`src/rtl/vga_layer_mixer.sv`:
```
// VGA layer mixer: priority/colour-key compositing with frame-synced config and fades.
// Ports: clk/rst_n, raster valid+position, packed layers, cfg shadow strobe, fade control, RGB out.
module vga_layer_mixer #(
  parameter int NUM_LAYERS = 4,
  parameter int PIXEL_W = 12,
  parameter logic [PIXEL_W-1:0] KEY_COLOR = 12'hF0F,
  parameter logic [PIXEL_W-1:0] BG_COLOR = 12'h000,
  parameter int FADE_STEP = 1
) (
  input  logic                          clk,
  input  logic                          rst_n,
  input  logic                          valid,
  input  logic [9:0]                    h_cnt,
  input  logic [9:0]                    v_cnt,
  input  logic [NUM_LAYERS*PIXEL_W-1:0] layer_pixels,
  input  logic [NUM_LAYERS-1:0]         layer_enable,
  input  logic [NUM_LAYERS-1:0]         cfg_mask,
  input  logic                          cfg_key_en,
  input  logic                          cfg_wr,
  input  logic                          fade_start,
  input  logic                          fade_dir,
  output logic [3:0]                    vgaRed,
  output logic [3:0]                    vgaGreen,
  output logic [3:0]                    vgaBlue,
  output logic                          out_valid,
  output logic [9:0]                    h_cnt_out,
  output logic [9:0]                    v_cnt_out,
  output logic                          fade_busy,
  output logic [4:0]                    fade_level
);

  typedef enum logic [1:0] {
    IDLE,
    FADE_OUT,
    FADE_IN
  } fade_state_e;

  localparam logic [5:0] STEP6 = 6'(FADE_STEP);
  localparam logic [4:0] LVL_MAX = 5'd16;

  // Frame tick: first clk at origin after a non-origin position.
  logic pos_zero;
  logic prev_nz_q;
  logic frame_tick;

  assign pos_zero = (h_cnt == 10'd0) && (v_cnt == 10'd0);
  assign frame_tick = pos_zero && prev_nz_q;

  always_ff @(posedge clk) begin
    if (!rst_n) begin
      prev_nz_q <= 1'b0;
    end else begin
      prev_nz_q <= !pos_zero;
    end
  end

  // Shadow / active layer configuration.
  logic [NUM_LAYERS-1:0] sh_mask_q, sh_mask_d;
  logic                  sh_key_q, sh_key_d;
  logic [NUM_LAYERS-1:0] act_mask_q, act_mask_d;
  logic                  act_key_q, act_key_d;
  logic                  pend_q, pend_d;

  always_comb begin
    sh_mask_d = sh_mask_q;
    sh_key_d = sh_key_q;
    act_mask_d = act_mask_q;
    act_key_d = act_key_q;
    pend_d = pend_q;
    if (cfg_wr) begin
      sh_mask_d = cfg_mask;
      sh_key_d = cfg_key_en;
      pend_d = 1'b1;
    end
    // Uses the _d shadows so a write on the tick cycle applies at once.
    if (frame_tick && pend_d) begin
      act_mask_d = sh_mask_d;
      act_key_d = sh_key_d;
      pend_d = 1'b0;
    end
  end

  always_ff @(posedge clk) begin
    if (!rst_n) begin
      sh_mask_q <= '1;
      sh_key_q <= 1'b0;
      act_mask_q <= '1;
      act_key_q <= 1'b0;
      pend_q <= 1'b0;
    end else begin
      sh_mask_q <= sh_mask_d;
      sh_key_q <= sh_key_d;
      act_mask_q <= act_mask_d;
      act_key_q <= act_key_d;
      pend_q <= pend_d;
    end
  end

  // Fade FSM.
  fade_state_e state_q, state_d, dir_state;
  logic [4:0]  level_q, level_d;
  logic [5:0]  lvl6;
  logic [5:0]  dn6;
  logic [5:0]  up6;
  logic [5:0]  up_sum;

  assign lvl6 = {1'b0, level_q};
  assign dn6 = (lvl6 > STEP6) ? (lvl6 - STEP6) : 6'd0;
  assign up_sum = lvl6 + STEP6;
  assign up6 = (up_sum >= 6'd16) ? 6'd16 : up_sum;

  always_comb begin
    state_d = state_q;
    level_d = level_q;
    dir_state = state_q;
    if (fade_start) begin
      dir_state = fade_dir ? FADE_IN : FADE_OUT;
    end
    state_d = dir_state;
    // A start coinciding with the tick steps in the new direction.
    if (frame_tick) begin
      unique case (dir_state)
        FADE_OUT: begin
          level_d = dn6[4:0];
          if (dn6 == 6'd0) state_d = IDLE;
        end
        FADE_IN: begin
          level_d = up6[4:0];
          if (up6 == 6'd16) state_d = IDLE;
        end
        default: begin
        end
      endcase
    end
  end

  always_ff @(posedge clk) begin
    if (!rst_n) begin
      state_q <= IDLE;
      level_q <= LVL_MAX;
    end else begin
      state_q <= state_d;
      level_q <= level_d;
    end
  end

  assign fade_busy = (state_q != IDLE);
  assign fade_level = level_q;

  // Stage 1: lowest-index qualifying layer wins.
  logic [PIXEL_W-1:0] sel_pix;
  logic               found;

  always_comb begin
    sel_pix = BG_COLOR;
    found = 1'b0;
    for (int i = 0; i < NUM_LAYERS; i++) begin
      if (!found && layer_enable[i] && act_mask_q[i] &&
          (!act_key_q ||
           layer_pixels[i*PIXEL_W +: PIXEL_W] != KEY_COLOR)) begin
        sel_pix = layer_pixels[i*PIXEL_W +: PIXEL_W];
        found = 1'b1;
      end
    end
    if (!valid) sel_pix = '0;
  end

  logic [PIXEL_W-1:0] pix1_q;
  logic               vld1_q;
  logic [9:0]         h1_q, v1_q;

  always_ff @(posedge clk) begin
    if (!rst_n) begin
      pix1_q <= '0;
      vld1_q <= 1'b0;
      h1_q <= '0;
      v1_q <= '0;
    end else begin
      pix1_q <= sel_pix;
      vld1_q <= valid;
      h1_q <= h_cnt;
      v1_q <= v_cnt;
    end
  end

  // Stage 2: brightness scale, level sampled as the pixel enters.
  function automatic logic [3:0] scale(
    input logic [3:0] c,
    input logic [4:0] lvl
  );
    logic [8:0] p;
    p = {5'd0, c} * {4'd0, lvl};
    return p[7:4];
  endfunction

  always_ff @(posedge clk) begin
    if (!rst_n) begin
      vgaRed <= '0;
      vgaGreen <= '0;
      vgaBlue <= '0;
      out_valid <= 1'b0;
      h_cnt_out <= '0;
      v_cnt_out <= '0;
    end else begin
      vgaRed <= scale(pix1_q[11:8], level_q);
      vgaGreen <= scale(pix1_q[7:4], level_q);
      vgaBlue <= scale(pix1_q[3:0], level_q);
      out_valid <= vld1_q;
      h_cnt_out <= h1_q;
      v_cnt_out <= v1_q;
    end
  end

endmodule

```
`config.mk`:
```
export PLATFORM = sky130hd
export DESIGN_NAME = vga_layer_mixer
export DESIGN_NICKNAME = d
export VERILOG_FILES = /design/src/rtl/vga_layer_mixer.sv
export SDC_FILE = /design/constraint.sdc
export NUM_CORES = 1
export LEC_CHECK = 0
export CAP_MARGIN = 10
export CORE_ASPECT_RATIO = 2
export CORE_MARGIN = 5
export CORE_UTILIZATION = 45
export CTS_BUF_LIST = sky130_fd_sc_hd__clkbuf_4
export DETAILED_ROUTE_END_ITERATION = 8
export MAX_ROUTING_LAYER = met4
export PLACE_DENSITY = 0.75
export REMOVE_ABC_BUFFERS = 1
export SETUP_SLACK_MARGIN = 0.5
export SLEW_MARGIN = 20
export SYNTH_ARGS = -nofsm -noshare
export SYNTH_HDL_FRONTEND = slang
export SYNTH_SLANG_ARGS = --single-unit
```
`constraint.sdc`:
```
create_clock -name clk -period 3.95 [get_ports clk]
set_clock_uncertainty 0.15 [all_clocks]
set_input_delay 0.9875 -clock clk [delete_from_list [all_inputs] [get_ports clk]]
set_output_delay 0.9875 -clock clk [all_outputs]
set_load 0.02 [all_outputs]
```
==> flow_summary.json <==
{
  "wl_met3_um": 449,
  "grt_max_degree": 62,
  "yosysWarnings": 0,
  "grt_pass1_vias": 4360,
  "relSlewSlack": 0.4167,
  "power_density_nw_per_um2": 294.5,
  "ys_types": 54,
  "postCtsSetupRepairBufs": 0,
  "rrSetupSlack_ps": 600,
  "multi_input_area_sq_um": 2724,
  "r2r-start": "pix1_q[11]$_SDFF_PN0_",
  "met1_length_um": 4203,
  "start_util": 0.4583,
  "synth_top_flop_cell": "dfxtp_1",
  "clk_path_buf_depth": 2,
  "clkTransAtPathRegs_ps": 140,
  "synth_seq_cells": 85,
  "cts_hold_buf": 0,
  "fmax_mhz": 298.2,
  "routed.top_layer": "met4",
  "fin_ws_ps": 596.0,
  "worstMarginPinSlew_ps": 871.8,
  "critPathArrivalTime_ps": 3560,
  "drv_cap": 0,
  "fin_crit_ps": 3354,
  "via_count": 4139,
  "setup.worst_path.end": "vgaRed[3]$_SDFF_PN0_",
  "setup_viol": 0,
  "final_util": 0.6086,
  "placed_area_sq_um": 5962,
  "core_area_sq_um": 10150,
  "grt_pass1_wl_um": 20320,
  "dieArea_sq_um": 12590,
  "num_io_pins": 122,
  "drc": 0,
  "reg2reg_depth": 10,
  "syn_avg_cell_area_sq_um": 9.086,
  "required_ps": 4160,
  "overflow": 0,
  "first_pass_iters": 5,
  "rsz0062_at_grt": "no",
  "cp-startpoint": "pix1_q[11]$_SDFF_PN0_",
  "fin_cells": 764,
  "period_share": 0.8491,
  "h-tree-depth": 3,
  "cts_tree": "yes",
  "port-buffer-count": 121,
  "die_h_um": 153.8,
  "r2r_end": "vgaRed[3]$_SDFF_PN0_",
  "drive_above_1_share": 0.06369,
  "drv_slew": 0,
  "fin_nets": 754,
  "synth_edf_count": 0,
  "hold_viol_final": 0,
  "status": "finished clean",
  "ir_worst_vdd_v": 0.0001866,
  "synth-async-reset-ratio": 0,
  "routedWlPerCell_um": 16.71,
  "worst-setup-path-type": "flop to flop",
  "dp_hpwl_um": 10440,
  "antenna_found_initial": 1,
  "p_leak_nw": 2.657,
  "place.gp.congestion": 0.9870,
  "track_usage": 0.2177,
  "seq_area_sq_um": 1715,
  "drtAntennaViolNets": 0,
  "clock_latency_ps": 460,
  "wl_met2_um": 7466,
  "setup_tns_ps": 0,
  "root_buffer": "clkbuf_4",
  "synth_area_leaders": "dfxtp_1, and2_1, ha_1, fa_1, nand2_1",
  "avgViaCountPerCell": 5.418,
  "worstPathMaxFanout": 5,
  "syn_inst": 512,
  "cts_made_buffers": 9,
  "rows": 52,
  "die_w_um": 81.90,
  "wirelength_um": 12770,
  "start_kind": "flop",
  "syn_area_sq_um": 4652,
  "area_delta_synth_final_pct": 32.79,
  "dp.cells": 748,
  "first_iter_violations": 139,
  "synth_top_area_share": 0.3658,
  "hold_path.class": "flop to flop",
  "yosysTopAreaCell": "dfxtp_1",
  "dp_slack_ps": 379.8,
  "final_cell_area_sq_um": 6177,
  "cts.sinks": 85,
  "ys_seq_area_frac": 0.3658,
  "end_kind": "flop",
  "fillCellCount": 937
}
area by class of cell:
cell class | count | area share
tap | 135 | 0.02734
multi-input combinational | 367 | 0.4410
inverter | 35 | 0.02127
antenna | 1 | 0.0004051
timing repair buffer | 126 | 0.2021
clock buffer | 9 | 0.01094
sequential | 85 | 0.2777
clock inverter | 6 | 0.01924
through the flow:
step	power [mW]	hold WS, ps
6_report	1.819	298.9
5_1_grt	1.892	313.9
4_1_cts	1.836	302.5
3_5_place_dp	1.198	272.2
3_3_place_gp	1.193	263.0
2_1_floorplan	1.037	261.8
state kept, by name, indices dropped and copies added (netlist names):
| register | flops |
|---|---|
| pix1_q | 12 |
| h1_q | 10 |
| h_cnt_out | 10 |
| v1_q | 10 |
| v_cnt_out | 10 |
| fade_level | 5 |
| act_mask_q | 4 |
| sh_mask_q | 4 |
| vgaBlue | 4 |
| vgaGreen | 4 |
| vgaRed | 4 |
| state_q | 2 |
| act_key_q | 1 |
| out_valid | 1 |
| pend_q | 1 |
| prev_nz_q | 1 |
| sh_key_q | 1 |
| vld1_q | 1 |
cells in the mapped netlist, types with 5 or more instances:
cell type,n
o31ai_1,7
a211oi_1,6
fa_1,15
a221oi_1,7
nor2_1,27
and2_1,68
mux2i_1,10
clkbuf_1,20
a21oi_1,14
nand3_1,16
ha_1,32
nand2_1,55
or2_2,5
a31oi_1,14
nand2b_1,5
dfxtp_1,85
xnor2_1,9
inv_1,35
cell families after synthesis:
logic type                 share of synthesized area
AOI/OAI and AO/OA                             0.1385
xor gates and xnor gates                     0.02259
adders and majority gates                     0.1506
buffers and inverters                        0.05137
DFF                                           0.3658
muxes                                        0.03120
and+or+nand+nor                               0.2399
worst max-delay path, cell delays in order (launching register included):
cell      delay, ps
dfxtp_1         440
nand2_1         110
fa_1            530
fa_1            540
inv_1            40
ha_1            280
and4_1          190
a31oi_1         250
o21bai_1        160
a31oi_1         200
mux2_2          360
timing repair:
action                     4_1_cts  5_1_grt
pin swaps                        0        0
resized for setup                3        8
setup endpoints to repair        3        3
report_power, final:
group          switching [mW]  internal, mW  total, mW
logic                   0.122         0.147      0.269
clock network           0.316         0.325      0.640
registers              0.0170         0.893      0.910
metal layers:
metal | GRT usage | up-vias
met1 | 0.1903 | 1956
li1 | - | 2003
met5 | - | -
met2 | 0.4145 | 135
met4 | 0.1197 | 0
met3 | 0.03513 | 45
worst min-delay path by stage:
stage	from	end	cells past startpoint
finish	v1_q[0]$_SDFF_PN0_	v_cnt_out[0]$_SDFF_PN0_	1
global route	h1_q[9]$_SDFF_PN0_	h_cnt_out[9]$_SDFF_PN0_	1
CTS	v1_q[0]$_SDFF_PN0_	v_cnt_out[0]$_SDFF_PN0_	1
detailed placement	v1_q[7]$_SDFF_PN0_	v_cnt_out[7]$_SDFF_PN0_	1
global placement	v1_q[0]$_SDFF_PN0_	v_cnt_out[0]$_SDFF_PN0_	1
floorplan	h1_q[0]$_SDFF_PN0_	h_cnt_out[0]$_SDFF_PN0_	1
placed cells by master (no fill, tap or decap), drive strengths merged, types with 9 or more instances in the layout:
cell type,synthesis,final
fa,15,15
nand2,55,55
ha,32,32
xnor2,9,9
clkdlybuf4s50,0,121
nand3,16,16
dfxtp,85,85
and2,68,68
inv,35,37
mux2i,10,10
nor2,27,27
a31oi,14,14
a21oi,14,14
clkbuf,20,9
No activity file was read; power rests on OpenSTA's default activity.
